==> src/rtl/multiword_add_sequencer.sv <==
// rtl/multiword_add_sequencer.sv - WORDS x 16-bit adder sequenced over one shared 16-bit CLA pair
// Optional subtract support compiled in with macro SUB_EN.

module lookahead_adder (
    input  logic [15:0] a,
    input  logic [15:0] b,
    output logic [15:0] s,
    output logic        co
);
    logic [15:0] g, p, cin;
    logic [3:0]  gg, gp, cg, cgin, t;

    // carries c1..c4 of a 4-bit lookahead block
    function automatic logic [3:0] cla4(input logic [3:0] gi, input logic [3:0] pi, input logic ci);
        logic [3:0] c;
        c[0] = gi[0] | (pi[0] & ci);
        c[1] = gi[1] | (pi[1] & gi[0]) | (pi[1] & pi[0] & ci);
        c[2] = gi[2] | (pi[2] & gi[1]) | (pi[2] & pi[1] & gi[0]) | (pi[2] & pi[1] & pi[0] & ci);
        c[3] = gi[3] | (pi[3] & gi[2]) | (pi[3] & pi[2] & gi[1]) | (pi[3] & pi[2] & pi[1] & gi[0])
             | (pi[3] & pi[2] & pi[1] & pi[0] & ci);
        return c;
    endfunction

    always_comb begin
        g    = a & b;
        p    = a ^ b;
        cin  = '0;
        gg   = '0;
        gp   = '0;
        t    = '0;
        for (int k = 0; k < 4; k++) begin
            t     = cla4(g[4*k +: 4], p[4*k +: 4], 1'b0);
            gg[k] = t[3];
            gp[k] = &p[4*k +: 4];
        end
        cg   = cla4(gg, gp, 1'b0);
        cgin = {cg[2:0], 1'b0};
        for (int k = 0; k < 4; k++) begin
            t                = cla4(g[4*k +: 4], p[4*k +: 4], cgin[k]);
            cin[4*k]         = cgin[k];
            cin[4*k+1 +: 3]  = t[2:0];
        end
        s  = p ^ cin;
        co = cg[3];
    end
endmodule

module multiword_add_sequencer #(
    parameter int WORDS = 4
) (
    input  logic                Clk,
    input  logic                Reset,
    input  logic                start,
    input  logic                sub,
    input  logic [16*WORDS-1:0] A,
    input  logic [16*WORDS-1:0] B,
    output logic                ready,
    output logic                busy,
    output logic                done,
    output logic [16*WORDS-1:0] S,
    output logic                CO
);
    localparam int W  = 16 * WORDS;
    localparam int IW = (WORDS > 1) ? $clog2(WORDS) : 1;

    typedef enum logic [1:0] {IDLE, RUN, DONE} state_t;

    state_t          state, state_nxt;
    logic [W-1:0]    a_reg, b_reg;
    logic [IW-1:0]   idx;
    logic            c;
    logic            last;
    logic [15:0]     a_slice, b_slice, b_op, t_sum, s_slice;
    logic            co1, co2, slice_c;

    assign a_slice = a_reg[{idx, 4'b0000} +: 16];
    assign b_slice = b_reg[{idx, 4'b0000} +: 16];
    assign last    = (idx == IW'(WORDS - 1));

`ifdef SUB_EN
    logic sub_reg;
    assign b_op = b_slice ^ {16{sub_reg}};
`else
    logic unused_sub;
    assign unused_sub = sub;
    assign b_op       = b_slice;
`endif

    lookahead_adder u_add_ab (.a(a_slice), .b(b_op),            .s(t_sum),   .co(co1));
    lookahead_adder u_add_c  (.a(t_sum),   .b({15'b0, c}),      .s(s_slice), .co(co2));

    // the two stage carries are mutually exclusive, so OR is the true slice carry
    assign slice_c = co1 | co2;

    always_ff @(posedge Clk) begin
        if (Reset) state <= IDLE;
        else       state <= state_nxt;
    end

    always_comb begin
        state_nxt = state;
        ready     = 1'b0;
        busy      = 1'b0;
        done      = 1'b0;
        case (state)
            IDLE: begin
                ready = 1'b1;
                if (start) state_nxt = RUN;
            end
            RUN: begin
                busy = 1'b1;
                if (last) state_nxt = DONE;
            end
            DONE: begin
                busy      = 1'b1;
                done      = 1'b1;
                state_nxt = IDLE;
            end
            default: state_nxt = IDLE;
        endcase
    end

    always_ff @(posedge Clk) begin
        if (Reset) begin
            a_reg <= '0;
            b_reg <= '0;
            idx   <= '0;
            c     <= 1'b0;
            S     <= '0;
            CO    <= 1'b0;
`ifdef SUB_EN
            sub_reg <= 1'b0;
`endif
        end else begin
            case (state)
                IDLE: if (start) begin
                    a_reg <= A;
                    b_reg <= B;
                    idx   <= '0;
`ifdef SUB_EN
                    sub_reg <= sub;
                    c       <= sub;
`else
                    c       <= 1'b0;
`endif
                end
                RUN: begin
                    S[{idx, 4'b0000} +: 16] <= s_slice;
                    c   <= slice_c;
                    idx <= idx + 1'b1;
                    if (last) CO <= slice_c;
                end
                default: ;
            endcase
        end
    end
endmodule

==> config.mk <==
export PLATFORM = sky130hd
export DESIGN_NAME = multiword_add_sequencer
export DESIGN_NICKNAME = d
export VERILOG_FILES = /design/src/rtl/multiword_add_sequencer.sv
export SDC_FILE = /design/constraint.sdc
export NUM_CORES = 1
export LEC_CHECK = 0
export BUFFER_PORTS_ARGS = -buffer_cell sky130_fd_sc_hd__buf_2
export CAP_MARGIN = 20
export CORE_ASPECT_RATIO = 1.5
export CORE_MARGIN = 2
export CORE_UTILIZATION = 58
export CTS_CLUSTER_SIZE = 30
export DETAILED_ROUTE_END_ITERATION = 16
export PLACE_DENSITY = 0.95
export SLEW_MARGIN = 0
export SYNTH_ARGS = -nofsm -noshare
export SYNTH_HDL_FRONTEND = slang
export SYNTH_HIERARCHICAL = 1
export SYNTH_SLANG_ARGS = --single-unit
export TNS_END_PERCENT = 100
==> constraint.sdc <==
create_clock -name Clk -period 6.55 [get_ports Clk]
set_input_delay 0.655 -clock Clk [delete_from_list [all_inputs] [get_ports Clk]]
set_output_delay 0.655 -clock Clk [all_outputs]
set_load 0.005 [all_outputs]
## Word level (Yosys, flattened, before mapping)

Index checks and enable logic that the tools add are counted.

| storage, ports and cells | value |
|---|---|
| input port bits | 132 |
| bits in registers | 198 |

| cells by class | value |
|---|---|
| bitwise gates (word level) | 205 |
| add/subtract/negate cells | 2 |
| mux-type cells | 11 |
| shift operators | 4 |
| reduce and logical (&&, ||, !) cells | 13 |
| equal/unequal tests | 5 |

Operators with widths:

| kind | number |
|---|---|
| variable part select 64 x 7 -> 16 bit | 2 |
| bitwise AND 1 bit | 120 |
| bitwise OR 1 bit | 79 |
| bitwise mux 64 bit | 1 |
| variable shift 16 x 8 -> 64 bit, first input constant | 1 |
| variable part select 16 x 8 -> 64 bit | 1 |
| bitwise XOR 16 bit | 3 |
| AND reduction 4 bit | 6 |
| bitwise AND 16 x 1 -> 16 bit | 1 |
| bitwise AND 16 bit | 1 |
| bitwise XOR 16 x 1 -> 16 bit | 1 |
| negator 6 -> 8 bit | 1 |
| case mux 2 bit (2 select lines) | 2 |
| AND reduction 2 bit | 4 |
| two-way mux 2 bit | 3 |
| == test 2 bit, second input constant | 2 |
| two-way mux 1 bit | 4 |
| != test 2 bit, second input constant | 2 |
| adder 2 x 1 -> 2 bit, second input constant | 1 |
| == test 2 x 1 -> 1 bit, second input constant | 1 |
| zero test 2 bit | 1 |
| case mux 1 bit (2 select lines) | 1 |
| nonzero test 2 bit | 1 |
| OR reduction 2 bit | 1 |

## Longest topological paths before layout

| logic depth | value |
|---|---|
| depth in word-level cells | 25 |
| gate-level depth with buffers | 19 |
| gate-level depth less buffers | 17 |

## Hierarchy

The synthesis kept the hierarchy.

Modules (own cells, without submodules):

| module | sequential area each (µm²) | instances | cells each | area each (µm²) |
|---|---|---|---|---|
| multiword_add_sequencer | 3963.8 | 1 | 853 | 7563.5 |
| lookahead_adder | 0.0 | 2 | 74 | 644.4 |

## Worst setup path after synthesis

OpenSTA, ideal clock, no wires.

| timing | value |
|---|---|
| path type | register to register |
| from | reg idx[0] |
| to | reg c |
| period minus slack after synthesis | 4.325 ns |
| data required time | 6.432 ns |
| setup slack | 2.225 ns |
| stages on the path, launching flop included | 18 |
| data arrival time | 4.207 ns |
| path buffers | 2 |
| cells stage by stage | dfxtp_1 -> buf_6 -> buf_2 -> mux4_2 -> ha_1 -> a41oi_1 -> o21ai_1 -> fa_1 -> xor2_1 -> ha_1 -> and4_2 -> a21oi_2 -> inv_2 -> o41a_1 -> a21o_1 -> nor2_1 -> nand3b_1 -> a21oi_1 |

| on the way | value |
|---|---|
| elaborated cells between the ends (all ways) | 154 |

RTL lines:

| element | RTL line | source |
|---|---|---|
| start, declared | 70 | `logic [IW-1:0] idx;` |
| start signal, assigned | 150 | `idx <= idx + 1'b1;` |
| variable part select 64 x 7 -> 16 bit * | 76 | `assign a_slice = a_reg[{idx, 4'b0000} +: 16];` |
| net a_slice[2] | 73 | `logic [15:0] a_slice, b_slice, b_op, t_sum, s_slice;` |
| bitwise AND 16 bit or bitwise XOR 16 bit (tied branches) | 25, 26 |  |
| bitwise AND 1 bit | 19 | `c[3] = gi[3] \| (pi[3] & gi[2]) \| (pi[3] & pi[2] & gi[1]) \| (pi[3] & pi[2] & pi[1] & gi[0])` |
| bitwise OR 1 bit or bitwise AND 1 bit (tied branches) (2 in a row) | 19 |  |
| bitwise OR 1 bit * | 19 |  |
| bitwise AND 1 bit * | 16 | `c[0] = gi[0] \| (pi[0] & ci);` |
| bitwise OR 1 bit * | 16 |  |
| [1 not listed] | -- |  |
| net t_sum[5] | 73 |  |
| [2 not listed] | -- |  |
| bitwise OR 1 bit or bitwise AND 1 bit (tied branches) | -- |  |
| bitwise OR 1 bit | 19 |  |
| bitwise AND 1 bit | 19 |  |
| bitwise OR 1 bit | 19 |  |
| bitwise OR 1 bit * | 19 |  |
| net co2 | 74 | `logic co1, co2, slice_c;` |
| bitwise OR 1 bit * | 93 | `assign slice_c = co1 \| co2;` |
| case mux 1 bit (2 select lines) * | 135 | `case (state)` |
| end signal, assigned | 149 | `c <= slice_c;` |
| end, declared | 71 | `logic c;` |

Mark *: on every way through the listed nets, which the timed path passes. The rest lies on a longest branch.
A chain may end at the register's enable or synchronous reset.

## Worst setup path in the final report

| timing | value |
|---|---|
| from | reg idx[1] |
| to | reg c |

| on the way | value |
|---|---|
| elaborated cells between the ends (all ways) | 154 |

RTL lines:

| element | RTL line | source |
|---|---|---|
| variable part select 64 x 7 -> 16 bit * | 77 | `assign b_slice = b_reg[{idx, 4'b0000} +: 16];` |
| net b_op[2] | 73 |  |
| bitwise AND 16 bit or bitwise XOR 16 bit (tied branches) | 25, 26 |  |
| bitwise AND 1 bit | 19 |  |
| bitwise OR 1 bit or bitwise AND 1 bit (tied branches) (2 in a row) | 19 |  |
| bitwise OR 1 bit * | 19 |  |
| bitwise AND 1 bit * | 16 |  |
| bitwise OR 1 bit * | 16 |  |
| [1 not listed] | -- |  |
| net t_sum[5] | 73 |  |
| [2 not listed] | -- |  |
| bitwise OR 1 bit or bitwise AND 1 bit (tied branches) | -- |  |
| bitwise OR 1 bit | 19 |  |
| bitwise AND 1 bit | 19 |  |
| bitwise OR 1 bit | 19 |  |
| bitwise OR 1 bit * | 19 |  |
| net co2 | 74 |  |
| bitwise OR 1 bit * | 93 |  |
| case mux 1 bit (2 select lines) * | 135 |  |

Marks and branches as above.

==> results.yml <==
status:
  status: "completed"
floorplanning:
  fp.dieW_um: 105
  rows: 55
  initial_core_util_pct: 59.0
  io_pins: 200
  die_area_um2: 16300
  core_area_um2: 15000
  die_h_um: 155
timing:
  hold_violations: 0
  slew_viol_final: 0
  whs_ns: 0.451
  tns_ns: 0
  clock.fmax_mhz: 191
  skew_ns: 0.00984
  slew_headroom_pct: 37.8
  worstMarginPinSlew_ns: 0.932
  fin_crit_sh_pct: 79.8
  setup_slack_ns: 1.32
  rsz0062_at_grt: "no"
  min_period_ns: 5.23
  setup_viol: 0
worst_setup_path:
  crit_path_frequent_cell: "ha_1"
  cp.depth: 16
  r2r-end: "c"
  cpLargestDelayFamily: "compound AO/OA/AOI/OAI gates"
  worstRegToRegCells: 16
  rr_startpoint: "idx[1]"
  critical_path.slowest_cell: "dfxtp_1"
  setup.worst_path.end: "c"
  cp-start-kind: "flop"
  rrSetupSlack_ns: 1.32
  required_ns: 6.84
  crit_buf_inv: 2
  worst_setup_path_end_kind: "flop"
  cp.arrival_ns: 5.51
  slowest_delay_ns: 0.93
  critPathLaunch: "idx[1]"
  crit_path_cell_trace: "buf_4, mux4_2, ha_1, a41oi_1, o21ai_1, fa_1, xor2_1, ha_1, and4_2, a21oi_2, inv_2, o41a_1, a21o_1, nor2_1, nand3b_1, a21oi_1"
  path_class: "reg2reg"
  path_max_fanout: 18
synth:
  synthCells: 1001
  ys_ff_latch: 198
  yosysWarningCount: 6
  synth_edf_count: 0
  synth_flop_cell: "dfxtp_1"
  ys_types: 49
  async_reset_ff_share_pct: 0
  seq_area_frac_synth_pct: 44.8
  syn-cell-area_um2: 8850
  synth.avg_cell_area_um2: 8.84
layout:
  area_growth_pct: 18.9
  drive_above_1_share_pct: 24.1
  stdcell_count: 1397
  layout.nets: 1362
route:
  routed_wl_um: 22800
  drc: 0
  drt-vias-per-instance: 5.63
  first_iter_violations: 529
  first_pass_iters: 6
  final_antenna_net_count: 0
  num_vias: 7872
  wl_per_cell_um: 16.3
job:
  drv_cap: 0
cts:
  clock_sinks: 198
  cts.clk_slew.worst_paths_ns: 0.07
  clock_tree.buffer_depth: 2
  root_buffer: "clkbuf_16"
  cts_resized: 0
  cts_hold_buf: 0
  insertion_delay_ns: 0.43
  h-tree-depth: 4
  tritoncts: "yes"
  cts_setup_buffers: 0
  numCtsBuffers: 17
global_route:
  grt_antenna_before_repair: 4
  grt_pass1_wl_um: 36200
  track_usage_pct: 27.8
  globalRouteOverflowTotal: 0
  grt_pass1_vias: 7621
  grt_max_degree: 85
power:
  peakVddDrop_uv: 190
  clkPwrFrac_pct: 35.9
  leakagePower_nw: 4.66
  p_switching_uw: 827
  pwr-share-seq_pct: 46.0
  powerDensity_nw_per_um2: 270
  power_frac_comb_pct: 18.1
  internal_power_mw: 2.01
  swShare_pct: 29.1
hold_path:
  whs_path_depth: 2
  hold_class: "reg2reg"
place:
  dp_hpwl_um: 16400
  dpl_worst_slack_ns: 1.42
  place_congestion: 0.853
  io_buffers: 198
  placed_cells: 1361
## per-stage QoR
| stage | cell area [um^2] | util (%) | power [mW] |
|---|---|---|---|
| 3_3_place_gp | 9940 | 66.2 | 1.81 |
| 2_1_floorplan | 8920 | - | 1.69 |
| 6_report | 10500 | 70.2 | 2.84 |
| 4_1_cts | 10500 | 70.0 | 2.84 |
| 3_5_place_dp | 9940 | 66.2 | 1.83 |
| 5_1_grt | 10500 | 70.2 | 2.97 |
## cells by family after synthesis
family | share of synthesized area (%)
and+or+nand+nor | 16.4
muxes | 8.25
xor gates and xnor gates | 1.98
AOI/OAI and AO/OA | 17.1
adders and majority gates | 7.46
other | 0.0424
DFF | 44.8
buffers and inverters | 3.93
## power by group through the flow
| stage | clock network (mW) | registers, mW | logic [mW] |
|---|---|---|---|
| floorplan | 0 | 1.32 | 0.364 |
| global placement | 0 | 1.33 | 0.478 |
| detailed placement | 0 | 1.34 | 0.493 |
| CTS | 1.03 | 1.31 | 0.503 |
| global route | 1.08 | 1.32 | 0.568 |
| finish | 1.02 | 1.31 | 0.515 |
## layout by cell type, fill, tap and decap left out, drive strengths merged, types with 16 or more instances in the layout
cell and count:
mux4 32, buf 208, a32o 16, clkbuf 18, inv 18, ha 40
a21o 16, a21oi 149, nand2 329, dfxtp 198, conb 19, o21ai 56
## worst min-delay path, cell delays in order, from the launching register on
cell     delay, ns
dfxtp_1       0.32
nand2_1       0.04
o21ai_0       0.05
## Yosys cell counts (2+ instances only)
cell type / n / area share [%]
a22o_2: 2 / 0.23
o21ai_0: 43 / 2.4
buf_2: 32 / 1.8
o21a_1: 2 / 0.17
inv_1: 10 / 0.42
a221oi_1: 2 / 0.20
nand3_1: 4 / 0.23
xnor2_1: 8 / 0.79
a21boi_0: 2 / 0.17
a211oi_1: 3 / 0.25
o2bb2ai_1: 2 / 0.20
xor2_1: 12 / 1.2
and4_2: 2 / 0.23
fa_1: 8 / 1.8
buf_4: 2 / 0.17
nand2_1: 329 / 14
a21o_1: 16 / 1.4
a41oi_1: 2 / 0.20
or2_2: 2 / 0.14
a21oi_2: 3 / 0.30
ha_1: 40 / 5.7
buf_6: 2 / 0.25
buf_1: 5 / 0.21
o41a_1: 2 / 0.25
o32ai_1: 2 / 0.20
nand2b_1: 2 / 0.14
and3_2: 2 / 0.17
a21oi_1: 146 / 8.3
nor2_1: 12 / 0.51
nor3_1: 3 / 0.17
mux4_2: 32 / 8.1
a31o_1: 2 / 0.20
o21ai_1: 13 / 0.73
clkbuf_1: 23 / 0.98
dfxtp_1: 198 / 45
nor3b_1: 2 / 0.17
inv_2: 2 / 0.085
a32o_1: 16 / 1.8
## worst min-delay path by stage
stage,slack [ns],from,end
3_3_place_gp,0.43,S[4],S[4]
4_1_cts,0.45,B[38],b_reg[38]
3_5_place_dp,0.44,S[55],S[55]
6_report,0.45,S[0],S[0]
5_1_grt,0.45,B[54],b_reg[54]
2_1_floorplan,0.43,a_reg[32],a_reg[32]
## layout make-up
class,count,area (um^2)
multi-input cells,745,4620
flip-flops and latches,198,3970
fillers,1121,4480
well taps,199,249
diodes,4,10.0
inverters,12,45.0
clock buffers,18,429
clock inverters,13,140
repair buffers,208,1070
## routing by layer
layer / track usage [%] / up-vias / wire length [um]
met1: 30.3 / 3670 / 8370
li1: - / 3793 / -
met3: 4.52 / 69 / 1290
met4: 14.7 / 0 / 1040
met5: 0 / - / 0
met2: 51.3 / 340 / 12100
Power figures use the tool's default switching activity.
